### src/rtl/sub_bytes_serial.sv
// sub_bytes_serial: byte-serial AES SubBytes through one registered S-box; define SUB_BYTES_SHIFTROWS_EN to fuse ShiftRows into write-back
module sbox (
  input  logic       clk,
  input  logic [7:0] i_in,
  output logic [7:0] o_out
);
  localparam logic [2047:0] SBOX = {
    128'h637c777bf26b6fc53001672bfed7ab76,
    128'hca82c97dfa5947f0add4a2af9ca472c0,
    128'hb7fd9326363ff7cc34a5e5f171d83115,
    128'h04c723c31896059a071280e2eb27b275,
    128'h09832c1a1b6e5aa0523bd6b329e32f84,
    128'h53d100ed20fcb15b6acbbe394a4c58cf,
    128'hd0efaafb434d338545f9027f503c9fa8,
    128'h51a3408f929d38f5bcb6da2110fff3d2,
    128'hcd0c13ec5f974417c4a77e3d645d1973,
    128'h60814fdc222a908846eeb814de5e0bdb,
    128'he0323a0a4906245cc2d3ac629195e479,
    128'he7c8376d8dd54ea96c56f4ea657aae08,
    128'hba78252e1ca6b4c6e8dd741f4bbd8b8a,
    128'h703eb5664803f60e613557b986c11d9e,
    128'he1f8981169d98e949b1e87e9ce5528df,
    128'h8ca1890dbfe6426841992d0fb054bb16
  };
  // Entry 0 sits at the MSB end, so index from the top: offset 8*(255-x).
  always_ff @(posedge clk) o_out <= SBOX[{~i_in, 3'b000} +: 8];
endmodule

module sub_bytes_serial (
  input  logic         clk,
  input  logic         rst_n,
  input  logic         in_valid,
  output logic         in_ready,
  input  logic [127:0] in_data,
  output logic         out_valid,
  input  logic         out_ready,
  output logic [127:0] out_data,
  output logic         busy
);
  typedef enum logic [1:0] {IDLE, RUN, DONE} state_t;
  state_t       r_state;
  logic [127:0] r_in, r_out;
  logic [3:0]   r_rd, r_wi;
  logic         r_issue, r_wv, r_out_valid, r_busy;
  logic [7:0]   w_sb_in, w_sb_out;
  logic [3:0]   w_dst;

  assign w_sb_in   = r_in[{r_rd, 3'b000} +: 8];
`ifdef SUB_BYTES_SHIFTROWS_EN
  // Input (r,c) lands at output (r,(c-r)%4); the 2-bit subtract wraps mod 4.
  assign w_dst     = {r_wi[3:2] - r_wi[1:0], r_wi[1:0]};
`else
  assign w_dst     = r_wi;
`endif
  assign in_ready  = (r_state == IDLE);
  assign out_valid = r_out_valid;
  assign out_data  = r_out;
  assign busy      = r_busy;

  sbox u_sbox (.clk(clk), .i_in(w_sb_in), .o_out(w_sb_out));

  // Control FSM, byte issue counter, write-tag pipeline and output buffer.
  always_ff @(posedge clk or negedge rst_n) begin
    if (!rst_n) begin
      r_state     <= IDLE;
      r_in        <= '0;
      r_out       <= '0;
      r_rd        <= '0;
      r_wi        <= '0;
      r_issue     <= 1'b0;
      r_wv        <= 1'b0;
      r_out_valid <= 1'b0;
      r_busy      <= 1'b0;
    end else begin
      r_wv <= r_issue;
      r_wi <= r_rd;
      case (r_state)
        IDLE: if (in_valid) begin
          r_in    <= in_data;
          r_rd    <= '0;
          r_issue <= 1'b1;
          r_busy  <= 1'b1;
          r_state <= RUN;
        end
        RUN: begin
          if (r_issue) begin
            r_rd <= r_rd + 4'd1;
            if (r_rd == 4'd15) r_issue <= 1'b0;
          end
          if (r_wv) r_out[{w_dst, 3'b000} +: 8] <= w_sb_out;
          if (r_wv && r_wi == 4'd15) begin
            r_state     <= DONE;
            r_out_valid <= 1'b1;
            r_busy      <= 1'b0;
          end
        end
        DONE: if (out_ready) begin
          r_state     <= IDLE;
          r_out_valid <= 1'b0;
        end
        default: r_state <= IDLE;
      endcase
    end
  end
endmodule
### config.mk
export PLATFORM = sky130hd
export DESIGN_NAME = sub_bytes_serial
export DESIGN_NICKNAME = d
export VERILOG_FILES = /design/src/rtl/sub_bytes_serial.sv
export SDC_FILE = /design/constraint.sdc
export NUM_CORES = 1
export LEC_CHECK = 0
export CAP_MARGIN = 0
export CELL_PAD_IN_SITES_DETAIL_PLACEMENT = 1
export CELL_PAD_IN_SITES_GLOBAL_PLACEMENT = 1
export CORE_AREA = 2 2 238 146
export DETAILED_ROUTE_END_ITERATION = 16
export DIE_AREA = 0 0 240 148
export PLACE_DENSITY = 0.81
export SYNTH_ARGS = -nofsm -noshare
export SYNTH_HDL_FRONTEND = slang
export SYNTH_SLANG_ARGS = --single-unit
### constraint.sdc
create_clock -name clk -period 6.8 [get_ports clk]
set_input_delay 0.68 -clock clk [delete_from_list [all_inputs] [get_ports clk]]
set_output_delay 0.68 -clock clk [all_outputs]
set_load 0.05 [all_outputs]
==> flow_metrics.tcl, run 1 <==
set metrics [dict create \
    clk_pin_slew_ns 0.07 \
    ys.flop_type "dfrtp_1" \
    cp-start-kind "flip-flop" \
    clock_path_buffers 3 \
    placed_cell_area_sq_um 17800 \
    design.die.area_sq_um 35500 \
    design_area_sq_um 18800 \
    mostFrequentLayoutCells "268 x dfrtp_1, 261 x clkdlybuf4s50_1, 198 x mux2_2, 135 x nand2_1, 107 x o21ai_0" \
    port_buffers 262 \
    synth_top_family_by_area "multiplexers" \
    r2r-end "u_sbox.o_out[0]" \
    grt_pass1_wl_mm 90.5 \
    r2r_start "r_rd[1]" \
    antenna_found_initial 2 \
    syn2layout_area_growth_pct 26.8 \
    ys_seq_area_frac 0.467 \
    top_level_ports 263 \
    cts_made_buffers 28 \
    status "finished clean" \
    syn_inst 1366 \
    setup_violations 0 \
    drc_errors 0 \
    cts_resized 0 \
    cp.required_ns 7.29 \
    synth-edff-count 0 \
    critical_path_class "reg -> reg" \
    drv_cap 0 \
    fill_cells 3551 \
    fmax_ghz 0.209 \
    avgSynthCellArea_sq_um 10.8 \
    r2r_setup_slack_ns 2.01 \
    final_util 0.564 \
    yosys.cell_types.count 77 \
    firstDrtPassIters 5 \
    r2r_cells 13 \
    gp_congestion 1.05 \
    rsz0062_at_grt "false" \
    root_buffer "clkbuf_16" \
    yosys_warnings 0 \
    async_flop_share 0.971 \
    overflow 0 \
    cts_tree "yes" \
    cts_setup_buffers 0 \
    drive_gt1_frac 0.205 \
    arrival_ns 5.28 \
    hpwl_mm 42.8 \
    ctsHoldBuffers 0 \
    yosysTopAreaCellShare 0.456 \
    crit_path_max_fanout 30 \
    clk-insertion-delay-late_ns 0.59 \
    routed_wl_mm 60.7 \
    num_rows 52 \
    grt_max_degree 147 \
    timing.setup.tns_ns 0 \
    slew_violations 0 \
    ys_ff_latch 278 \
    die_w_um 240 \
    fin_crit_ns 4.79 \
    final_nets 1727 \
    synth_compound_area_frac 0.151 \
    viasPerCell 6.41 \
    dpl.cell_count 2006 \
    slew_headroom 0.224 \
    timing.final.crit_share 0.704 \
    start_util 0.445 \
    vias 13202 \
    cts_htree_levels 1 \
    tightestPinTransition_ns 1.16 \
    synthAdderAreaFrac 0.0152 \
    synth-simple-area-share 0.104 \
    first_global_vias 13600 \
    synthXorXnorAreaFrac 0.00296 \
    final_cells 2060 \
    dr.first_iter.drc_count 1729 \
    hold_violations 0 \
    core_area_sq_um 33300 \
    syn_area_sq_um 14800 \
    hold_path_class "in -> async" \
    clock_sinks 278 \
    gr-usage-all-layers 0.341 \
    final_common_cell "dfrtp_1" \
    synthTopCellsByArea "dfrtp_1 46%, mux2_2 15%, mux4_2 4.7%" \
    muxShareOfSynthArea 0.217 \
    cp-end-kind "flip-flop" \
    synth_nets 1516 \
    finalClockSkew_ns 0.0342 \
    yosysTopAreaCell "dfrtp_1" \
    final_antenna_net_count 0 \
    die_h_um 148 \
    drt-wirelength-per-cell_um 29.5 \
]
-- synthesized netlist by cell type (9+ instances only) --
| master | number |
|---|---|
| clkbuf_1 | 61 |
| o31ai_1 | 11 |
| a21oi_1 | 44 |
| o21ai_0 | 107 |
| inv_1 | 26 |
| nor2_1 | 71 |
| nor4_1 | 9 |
| a211oi_1 | 15 |
| ha_1 | 18 |
| buf_2 | 33 |
| mux2_2 | 198 |
| a31oi_1 | 12 |
| nand2_1 | 136 |
| nand3_1 | 41 |
| nor3_1 | 23 |
| a22oi_1 | 11 |
| nand4_1 | 13 |
| dfrtp_1 | 270 |
| mux4_2 | 31 |
| o221ai_1 | 15 |
| o211ai_1 | 17 |
| mux2i_1 | 21 |
| o22ai_1 | 11 |
-- worst max path at each step --
stage,cells past startpoint,end,start,slack (ns)
global route,14,u_sbox.o_out[5],r_rd[1],1.77
floorplan,15,u_sbox.o_out[7],r_rd[0],3.16
finish,13,u_sbox.o_out[0],r_rd[1],2.01
CTS,14,u_sbox.o_out[5],r_rd[1],2.13
global placement,9,u_sbox.o_out[5],r_rd[0],2.18
detailed placement,9,u_sbox.o_out[5],r_rd[0],2.17
-- worst max-delay path, stage by stage, from the launching register on --
cell and delay, ns:
dfrtp_2 0.49, buf_4 0.46, mux2_2 0.40, o21ai_0 0.23, o22a_1 0.44, inv_2 0.26, ha_1 0.65, nor2b_1 0.28
a22o_1 0.37, a21oi_1 0.12, o2bb2ai_1 0.18, o31ai_1 0.33, nand4_1 0.15, a311oi_1 0.30
-- area by class of cell --
type / instances / area (sq um) / share of cell area
diodes: 2 / 5.00 / 0.000266
inverters: 28 / 105 / 0.00560
clock inverters: 10 / 181 / 0.00966
flip-flops and latches: 278 / 6920 / 0.368
multi-input cells: 948 / 7300 / 0.389
clock buffers: 42 / 803 / 0.0428
repair buffers: 293 / 2900 / 0.154
well taps: 459 / 574 / 0.0306
-- per-stage QoR --
| stage | hold slack, ns | setup slack [ns] |
|---|---|---|
| floorplan | 0.367 | 3.16 |
| global placement | 0.364 | 2.18 |
| detailed placement | 0.371 | 2.17 |
| CTS | 0.225 | 2.13 |
| global route | 0.232 | 1.77 |
| finish | 0.161 | 2.01 |
-- sequential cells by signal, summed over array words and instances, names as in the netlist --
register,cells
out_data,128
r_in,128
u_sbox.o_out,8
r_rd,4
r_wi,4
r_state,2
busy,1
out_valid,1
r_issue,1
r_wv,1
-- cell families after synthesis --
group                      Yosys count
and+or+nand+nor                    337
AOI/OAI and AO/OA                  334
DFF                                278
muxes                              254
buffers and inverters              140
adders and majority gates           18
xor gates and xnor gates             5
-- routing by layer --
metal / track usage / vias to the layer above / wire (um)
li1: - / 5497 / -
met3: 0.114 / 154 / 6630
met4: 0.0916 / 0 / 1830
met1: 0.490 / 6768 / 26600
met2: 0.494 / 783 / 25600
met5: 0 / - / 0
Power of run 1 is left out: the tool's default activity adds up to more than one toggle a clock period on the data nets, which glitch-free logic cannot reach.
==> run 2, diff against run 1 <==
--- a/config.mk
+++ b/config.mk
@@ -8,10 +8,10 @@
 export CAP_MARGIN = 0
 export CELL_PAD_IN_SITES_DETAIL_PLACEMENT = 1
 export CELL_PAD_IN_SITES_GLOBAL_PLACEMENT = 1
-export CORE_AREA = 2 2 238 146
+export CORE_AREA = 2 2 258 158
 export DETAILED_ROUTE_END_ITERATION = 16
-export DIE_AREA = 0 0 240 148
-export PLACE_DENSITY = 0.81
+export DIE_AREA = 0 0 260 160
+export PLACE_DENSITY = 0.73
 export SYNTH_ARGS = -nofsm -noshare
 export SYNTH_HDL_FRONTEND = slang
 export SYNTH_SLANG_ARGS = --single-unit
==> constraint.sdc (replaced) <==
create_clock -name clk -period 4 [get_ports clk]
set_input_delay 0.4 -clock clk [delete_from_list [all_inputs] [get_ports clk]]
set_output_delay 0.4 -clock clk [all_outputs]
set_load 0.05 [all_outputs]
==> flow_metrics.tcl, run 2 (synthesis gave the netlist of run 1 again) <==
set metrics [dict create \
    final_cells 2248 \
    final_nets 1846 \
    preCtsSetupSlack_ns 0.249 \
    setup_violations 0 \
    r2r_start "r_rd[0]" \
    antenna_found_initial 1 \
    cp-end-kind "flip-flop" \
    seqCellArea_sq_um 6920 \
    min_from "in_data[46]" \
    cp.required_ns 4.49 \
    core_area_sq_um 39600 \
    clk_pin_slew_ns 0.08 \
    cp-start-kind "flip-flop" \
    hpwl_mm 49.2 \
    grt_max_degree 115 \
    final_antenna_net_count 0 \
    gr-usage-all-layers 0.319 \
    fin_crit_ns 3.84 \
    fmax_ghz 0.260 \
    firstDrtPassIters 5 \
    drv_cap 0 \
    crit_path_max_fanout 22 \
    grt_pass1_wl_mm 97.9 \
    cts_htree_levels 1 \
    r2r_cells 12 \
    cts_tree "yes" \
    mostFrequentLayoutCells "268 x dfrtp_1, 261 x clkdlybuf4s50_1, 198 x mux2_2, 136 x nand2_1, 133 x buf_4" \
    hold_path_class "in -> reg" \
    rsz0062_at_grt "false" \
    port_buffers 262 \
    overflow 0 \
    clock_path_buffers 3 \
    timing.final.crit_share 0.960 \
    first_global_vias 14058 \
    slew_headroom 0.350 \
    clk-insertion-delay-late_ns 0.59 \
    dpl.cell_count 2196 \
    final_common_cell "dfrtp_1" \
    n_antenna_cell 0 \
    die_h_um 160 \
    routed_wl_mm 66.7 \
    r2r-end "u_sbox.o_out[5]" \
    finalClockSkew_ns 0.0182 \
    arrival_ns 4.33 \
    start_util 0.374 \
    status "finished clean" \
    clock_sinks 278 \
    root_buffer "clkbuf_16" \
    cts_setup_buffers 0 \
    hold_violations 0 \
    top_level_ports 263 \
    gp_congestion 0.989 \
    num_rows 57 \
    vias 13504 \
    die_w_um 260 \
    r2r_setup_slack_ns 0.16 \
    viasPerCell 6.01 \
    critical_path_class "reg -> reg" \
    setup_slack_ns 0.160 \
    drt-wirelength-per-cell_um 29.7 \
    critPathLaunch "r_rd[0]" \
    fill_cells 4283 \
    syn2layout_area_growth_pct 34.3 \
    multi_input_area_sq_um 7300 \
    drive_gt1_frac 0.261 \
    tightestPinTransition_ns 0.971 \
    timing.setup.tns_ns 0 \
    drc_errors 0 \
    dr.first_iter.drc_count 1200 \
    endpoint "u_sbox.o_out[5]" \
    slew_violations 0 \
    cts_made_buffers 28 \
    design.die.area_sq_um 41600 \
]
==> run 2: changes by cell type in the layout (fill, tap and decap cells not counted), sizes merged <==
cell / previous run / this run
dlygate4sd3: 0 / 1
clkinv: 5 / 9
clkinvlp: 1 / 0
bufinv: 4 / 2
clkbuf: 42 / 39
inv: 28 / 29
diode: 2 / 0
buf: 32 / 150
==> run 2: final cells by class <==
class	count	area share
clock inverters	12	0.00736
repair buffers	412	0.199
inverters	28	0.00529
multi-input cells	948	0.367
clock buffers	39	0.0398
well taps	531	0.0334
flip-flops and latches	278	0.348
==> run 2: worst min path at each step <==
stage	to	slack (ns)	cells after the start
4_1_cts	r_in[2]	0.40	2
3_5_place_dp	r_wv	0.40	0
2_1_floorplan	busy	0.10	0
6_report	r_in[46]	0.42	2
3_3_place_gp	r_wv	0.40	0
5_1_grt	r_in[101]	0.41	2
==> run 2: repair_timing <==
action,4_1_cts,5_1_grt
endpoints found under the hold margin,111,0
hold buffers,1,0
resized for setup,0,1
setup endpoints to repair,0,1
==> run 2: metal layers <==
layer  up-vias  wire length (um)  global-route usage
met5         -                13                   0
met4         2              1640              0.0763
met3       123              6910               0.105
met2       662             27300               0.445
met1      6978             30900               0.474
li1       5739                 -                   -
==> run 2: worst max-delay path: stages, from the launching register on <==
cell      delay [ns]
dfrtp_2         0.41
buf_12          0.22
mux4_2          0.53
mux2i_1         0.25
mux2_2          0.29
buf_4           0.15
ha_1            0.31
buf_4           0.20
a21o_1          0.34
o32ai_1         0.15
a211oi_1        0.48
a21oi_1         0.13
o41ai_1         0.23
==> run 2: metrics by stage <==
stage                     hold slack [ns]  area (sq um)  utilization
after floorplan                     0.104         14800            -
after global placement              0.399         18900        0.478
after detailed placement            0.400         18900        0.478
after CTS                           0.400         19900        0.502
after global routing                0.409         19900        0.502
final                               0.415         19900        0.502
Power of run 2 is left out for the same reason.
